**src/rtl/dll_seq_pkg.sv**
```systemverilog
// dll_seq_pkg: state encoding and counter sizing shared by the DLL lock sequencer.
package dll_seq_pkg;

    typedef enum logic [2:0] {IDLE, HOLD, WAIT_LOCK, FILTER, LOCKED, FAILED} state_e;

    localparam int SYNC_STAGES = 2;

    // Bits needed to count 0..n-1, never narrower than one bit.
    function automatic int cnt_w(input int n);
        return (n <= 2) ? 1 : $clog2(n);
    endfunction

endpackage

```
**src/rtl/sync_2ff.sv**
```systemverilog
// sync_2ff: two-flop synchronizer for a single asynchronous level, reset to 0.
module sync_2ff (
    input  logic clk_i,
    input  logic rst_i,
    input  logic d_i,
    output logic q_o
);

    logic [1:0] sync_q;

    always_ff @(posedge clk_i or posedge rst_i) begin
        if (rst_i) sync_q <= '0;
        else       sync_q <= {sync_q[0], d_i};
    end

    assign q_o = sync_q[1];

endmodule

```
**src/rtl/dll_lock_seq.sv**
```systemverilog
// dll_lock_seq: pulses the DLL reset, qualifies LOCKED over a filter window,
// retries on timeout and parks in FAILED once the retry budget is spent.
module dll_lock_seq
    import dll_seq_pkg::*;
#(
    parameter  int RST_HOLD_CYCLES = 8,
    parameter  int LOCK_TIMEOUT    = 4096,
    parameter  int LOCK_FILTER     = 16,
    parameter  int MAX_RETRIES     = 3,
    localparam int RW              = cnt_w(MAX_RETRIES + 1)
) (
    input  logic          clkin_i,
    input  logic          rst_i,
    input  logic          en_i,
    input  logic          locked_in_i,
    output logic          dll_rst_o,
    output logic          ready_o,
    output logic          sys_rst_o,
    output logic          fail_o,
    output logic          lock_lost_o,
    output logic [RW-1:0] retry_cnt_o
);

    localparam int HW = cnt_w(RST_HOLD_CYCLES);
    localparam int TW = cnt_w(LOCK_TIMEOUT);
    localparam int FW = cnt_w(LOCK_FILTER);
    localparam logic [HW-1:0] HOLD_LAST = HW'(RST_HOLD_CYCLES - 1);
    localparam logic [TW-1:0] TO_LAST   = TW'(LOCK_TIMEOUT - 1);
    localparam logic [FW-1:0] FILT_LAST = FW'(LOCK_FILTER - 1);
    localparam logic [RW-1:0] RETRY_MAX = RW'(MAX_RETRIES);

    state_e        state_q, state_d;
    logic [HW-1:0] hold_q, hold_d;
    logic [TW-1:0] to_q, to_d;
    logic [FW-1:0] filt_q, filt_d;
    logic [RW-1:0] retry_q, retry_d;
    logic          dll_rst_q, dll_rst_d;
    logic          ready_q, ready_d;
    logic          sys_rst_q;
    logic          fail_q, fail_d;
    logic          lost_q, lost_d;
    logic          lock_s;

    sync_2ff u_sync (
        .clk_i (clkin_i),
        .rst_i (rst_i),
        .d_i   (locked_in_i),
        .q_o   (lock_s)
    );

    always_ff @(posedge clkin_i or posedge rst_i) begin
        if (rst_i) begin
            state_q   <= IDLE;
            hold_q    <= '0;
            to_q      <= '0;
            filt_q    <= '0;
            retry_q   <= '0;
            dll_rst_q <= 1'b1;
            ready_q   <= 1'b0;
            sys_rst_q <= 1'b1;
            fail_q    <= 1'b0;
            lost_q    <= 1'b0;
        end else begin
            state_q   <= state_d;
            hold_q    <= hold_d;
            to_q      <= to_d;
            filt_q    <= filt_d;
            retry_q   <= retry_d;
            dll_rst_q <= dll_rst_d;
            ready_q   <= ready_d;
            sys_rst_q <= ~ready_d;
            fail_q    <= fail_d;
            lost_q    <= lost_d;
        end
    end

    // Counters only advance while below their terminal value, so they saturate by construction.
    always_comb begin
        state_d = state_q;
        hold_d  = hold_q;
        to_d    = to_q;
        filt_d  = filt_q;
        retry_d = retry_q;
        if (!en_i) begin
            state_d = IDLE;
            retry_d = '0;
        end else begin
            case (state_q)
                IDLE: begin
                    state_d = HOLD;
                    hold_d  = '0;
                    to_d    = '0;
                end
                HOLD: begin
                    if (hold_q == HOLD_LAST) begin
                        state_d = WAIT_LOCK;
                        to_d    = '0;
                    end else begin
                        hold_d = hold_q + 1'b1;
                    end
                end
                WAIT_LOCK, FILTER: begin
                    if (to_q == TO_LAST) begin
                        state_d = (retry_q < RETRY_MAX) ? HOLD : FAILED;
                        retry_d = (retry_q < RETRY_MAX) ? retry_q + 1'b1 : retry_q;
                        hold_d  = '0;
                    end else begin
                        to_d = to_q + 1'b1;
                        if (!lock_s) begin
                            state_d = WAIT_LOCK;
                            filt_d  = '0;
                        end else if (state_q == WAIT_LOCK) begin
                            state_d = FILTER;
                            filt_d  = '0;
                        end else if (filt_q == FILT_LAST) begin
                            state_d = LOCKED;
                            retry_d = '0;
                        end else begin
                            filt_d = filt_q + 1'b1;
                        end
                    end
                end
                LOCKED: begin
                    if (!lock_s) begin
                        state_d = HOLD;
                        hold_d  = '0;
                    end
                end
                FAILED:  state_d = FAILED;
                default: state_d = IDLE;
            endcase
        end
    end

    always_comb begin
        dll_rst_d = state_d inside {IDLE, HOLD, FAILED};
        ready_d   = state_d == LOCKED;
        fail_d    = state_d == FAILED;
        lost_d    = (state_q == LOCKED) && (state_d == HOLD);
    end

    assign dll_rst_o   = dll_rst_q;
    assign ready_o     = ready_q;
    assign sys_rst_o   = sys_rst_q;
    assign fail_o      = fail_q;
    assign lock_lost_o = lost_q;
    assign retry_cnt_o = retry_q;

endmodule

```
**config.mk**
```make
export PLATFORM = sky130hd
export DESIGN_NAME = dll_lock_seq
export DESIGN_NICKNAME = d
export VERILOG_FILES = /design/src/rtl/dll_seq_pkg.sv /design/src/rtl/sync_2ff.sv /design/src/rtl/dll_lock_seq.sv
export SDC_FILE = /design/constraint.sdc
export NUM_CORES = 1
export LEC_CHECK = 0
export ABC_AREA = 1
export CAP_MARGIN = 20
export CORE_UTILIZATION = 60
export CTS_CLUSTER_SIZE = 12
export DETAILED_ROUTE_END_ITERATION = 10
export PLACE_DENSITY = 0.79
export SYNTH_ARGS = -nofsm -noshare
export SYNTH_HDL_FRONTEND = slang
export SYNTH_SLANG_ARGS = --single-unit
```
**constraint.sdc**
```tcl
create_clock -name clkin_i -period 2.4 [get_ports clkin_i]
set_input_delay 0.24 -clock clkin_i [delete_from_list [all_inputs] [get_ports clkin_i]]
set_output_delay 0.24 -clock clkin_i [all_outputs]
set_load 0.02 [all_outputs]
```
# Word level (Yosys, flattened, before mapping)
# Cells that the tools add are included.
# word_totals
ff_bits	31
out_inout_bits	7
inputBits	4
elab_cells	77
# op_classes
eq_ne	22
n_reduce_logical	11
bitwise	2
mux	26
add_sub_neg	4
n_lt_le_gt_ge	1
# ops
cell	count
$pmux W12 S3	1
$mux W3	11
$mux W12	2
$eq A3 B3 Y1 const B	5
$pmux W3 S5	1
$mux W2	7
$add A12 B1 Y12 const B	1
$eq A12 B12 Y1 const B	1
$mux W4	3
$pmux W3 S4	1
$ne A2 B2 Y1 const B	5
$reduce_and A5 Y1	2
$reduce_and A4 Y1	2
$eq A3 B1 Y1 const B	2
$eq A3 B2 Y1 const B	2
$logic_not A3 Y1	2
$ne A3 B1 Y1 const B	2
$ne A3 B3 Y1 const B	2
$reduce_bool A3 Y1	2
$add A4 B1 Y4 const B	1
$eq A4 B4 Y1 const B	1
$reduce_bool A4 Y1	1
$add A3 B1 Y3 const B	1
$ne A3 B2 Y1 const B	1
6 further kinds	7

# Longest topological paths before layout
# depth
depth_word	9
mapped_depth	11
mapped_depth_nobuf	11

# Modules after synthesis
# From an unflattened synthesis, not the netlist that was laid out.
# hier_totals
cells_unflattened	217
hier_area_um2	1765.4
# by_module_without_submodules
module	cells_each	area_each_um2	n_inst	seq_area_each_um2
dll_lock_seq	214	1711.6	1	728.2
sync_2ff	3	53.8	1	50.0

# Worst setup path before layout
# OpenSTA, ideal clock, no wires.
# synth_timing
path_kind	register to register
from	reg to_q[0]
to	reg to_q[2]
setup_ns	0.123
required_time_ns	2.277
synth_period_minus_slack_ns	1.514
stages_incl_launch_ff	10
slack_ns	0.886
arrival_time_ns	1.391
n_path_buf	1
cell_sequence	dfrtp_1 > ha_1 > inv_2 > nor2_4 > nand3_2 > nor2_2 > nor2_2 > buf_6 > nand4_1 > o21ai_1
# synth_via
elab_chain_cells	3
word_cells_on_any_way	6
cone_classes	add/sub (1); eq/ne (2); mux (2); reduce/logical (1)
# synth_rtl
item	line	source
start, declared	dll_lock_seq.sv:34	logic [TW-1:0] to_q, to_d;
start signal, assigned	dll_lock_seq.sv:66	to_q <= to_d;
$add A12 B1 Y12 or $eq A12 B12 Y1 (tied branches)	dll_lock_seq.sv:108, dll_lock_seq.sv:103	
$mux W12 or $ne A2 B2 Y1 (tied branches)	n/a	
$pmux W12 S3 or $reduce_and A4 Y1 (tied branches)	n/a	
# Parallel ways exist; a longest one is shown, timed or not. The select of a mux whose other input is x is not followed.
# A chain may end at the register's enable or synchronous reset.

# Worst setup path in the final report
# layout_timing
from	reg to_q[0]
to	reg to_q[10]
# Same word-level chain as after synthesis.

==> metrics.yaml <==
min_path_type: "in -> async"
die_w_um: 56.8
clock_path_buffers: 2
gr-usage-all-layers_pct: 25.6
rsz0062_at_grt: "false"
report.final.setup_viol: 0
cts_tree: "yes"
drc: 4
yosysTopAreaCellShare_pct: 40.3
nets: 249
violations: "DRC"
rows: 19
layout-drive-gt1-share_pct: 19.1
worst_clock_skew_ps: 17.1
crit_start: "to_q[0]"
synthTopCellsByArea: "dfrtp_1, nand2_1, inv_1, nand3_1, ha_1"
grt_pass1_vias: 1496
nFillCells: 232
die_area_um2: 3220
ctsResizeCount: 0
max-vdd-ir-drop_uv: 447
outcome: "finished, violations left"
holdBufCountCts: 0
numPortBuffers: 10
max-slew-margin-rel_pct: 74.1
drt_pass1_iterations: 7
crit_fanout: 19
endpoint: "to_q[10]"
routed_wl_um: 3450
reg2regPathDepth: 9
whs_ps: 265
postCtsSetupBuffers: 0
p_leak_nw: 0.988
cap_violations: 0
antenna_left: 0
cts.htree.levels: 2
drt-wirelength-per-cell_um: 12.7
grt_max_degree: 32
cts-buffers-inserted: 5
vias_per_cell: 5.49
yosysTopAreaCell: "dfrtp_1"
grt_first_pass_wirelength_um: 6180
fp.dieH_um: 56.8
fin_crit_sh_pct: 77.4
overflow: 0
max_slew.worst_pin.slew_ps: 389
multi_input_area_um2: 877
critPathKind: "reg -> reg"
period_needed_ps: 1860
pin_count: 11
synth_cells: 223
final-seq-area_um2: 778
hold_viol: 0
num_vias: 1493
arrival_ps: 2070
initial_core_util_pct: 64.1
clk_pin_slew_ps: 100
power_density_nw_per_um2: 508
ys_types: 31
required_ps: 2610
maxSlewViolCount: 0
gp_congestion: 0.851
r2r_setup_slack_ps: 540
final_util_pct: 72.0
ys_ff_latch: 31
area_growth_pct: 12.2
drt_iter0_markers: 77
clock-sinks: 31
total_power_w: 0.00103
r2r-start: "to_q[0]"
syn-num-nets: 232
avgSynthCellArea_um2: 8.07
antenna_found_initial: 0
finalSetupTns_ps: 0
post-dp-hpwl_um: 2610
core_area_um2: 2810
fmax_mhz: 538
netlist_area_um2: 1800
insertion_delay_ps: 340
yosysWarnings: 0
diodes: 0
critPathLaunchType: "flop"
yosysSeqAreaShare_pct: 43.3
root_buffer: "clkbuf_4"
r2r_end: "to_q[10]"
critPathCaptureType: "flop"
==> flip-flops by register name, indices dropped and copies added (netlist names) <==
register       cells
u_sync.sync_q      2
dll_rst_o          1
retry_cnt_o        2
lock_lost_o        1
to_q              12
hold_q             3
filt_q             4
sys_rst_o          1
ready_o            1
state_q            3
fail_o             1
==> Yosys cell counts <==
cell type,instances
a21oi_1,1
buf_2,1
buf_6,2
dfrtp_1,29
dfstp_2,2
ha_1,5
inv_1,24
inv_2,7
nand2_1,55
nand2_2,5
nand2_4,1
nand3_1,15
nand3_2,4
nand3b_1,1
nand4_1,8
nand4_2,2
nor2_1,16
nor2_2,5
nor2_4,3
nor2_8,1
nor3_1,4
nor3_2,1
o211ai_1,1
o21ai_0,8
o21ai_1,12
o21ai_2,2
o21bai_1,1
o31ai_1,1
or2_2,2
xnor2_1,1
xor2_1,3
==> kinds of logic after synthesis <==
logic type,count (synthesis),synth area share (%)
simple gates,123,35.3
buf+inv,34,8.00
flops,31,43.3
compound gates,26,8.07
fa+ha+maj,5,3.48
xor+xnor,4,1.95
==> area by class of cell <==
cell class | count | area share (%)
clock buffers | 6 | 2.54
clock inverters | 2 | 1.73
inverters | 31 | 5.76
multi-input cells | 158 | 43.4
flip-flops and latches | 31 | 38.5
well taps | 31 | 1.92
repair buffers | 13 | 6.07
==> metrics by stage <==
step	instances	cell area (um2)	setup WS, ps
floorplan	223	1800	886
global placement	264	1930	608
detailed placement	264	1930	526
global route	272	2020	391
CTS	272	2020	557
finish	272	2020	541
==> cells in the final DEF, fill, tap and decap left out, drive strengths merged <==
cell type      netlist  final
nand2               61     61
inv                 31     31
dfrtp               29     29
nor2                25     25
o21ai               22     22
nand3               19     19
clkdlybuf4s50        0     10
nand4               10     10
clkbuf               0      6
ha                   5      5
nor3                 5      5
xor2                 3      3
buf                  3      3
or2                  2      2
dfstp                2      2
a21oi                1      1
nand3b               1      1
xnor2                1      1
o21bai               1      1
o211ai               1      1
o31ai                1      1
bufinv               0      1
clkinv               0      1
==> where the power goes <==
group | internal, W | leakage [nW] | switching (W) | total, W
clock network | 0.000246 | 0.0482 | 0.000185 | 0.000431
registers | 0.000530 | 0.418 | 0.00000608 | 0.000536
logic | 0.0000193 | 0.521 | 0.0000400 | 0.0000593
==> critical path: stages (launching register included) <==
cell and delay, ps:
dfrtp_1 450, ha_1 260, inv_2 90, nor2_4 190
nand3_2 170, nor2_2 130, nor2_2 60, buf_4 200
nand3_1 110, o21ai_2 60
==> worst min-delay path by stage <==
| stage | start | endpoint | cells past startpoint |
|---|---|---|---|
| after floorplan | locked_in_i | u_sync.sync_q[0] | 0 |
| after global placement | u_sync.sync_q[0] | u_sync.sync_q[1] | 0 |
| after detailed placement | u_sync.sync_q[0] | u_sync.sync_q[1] | 0 |
| after CTS | rst_i | state_q[0] | 3 |
| after global routing | rst_i | to_q[2] | 3 |
| final | rst_i | to_q[2] | 3 |
==> per-layer routing <==
layer  vias up  GRT usage, %  wire length (um)
met5         -             0                 0
met4         0          14.6                70
met3         7          5.99               156
met2        35          40.8              1640
met1       690          31.8              1590
li1        761             -                 -
(Power assumes the default switching activity.)
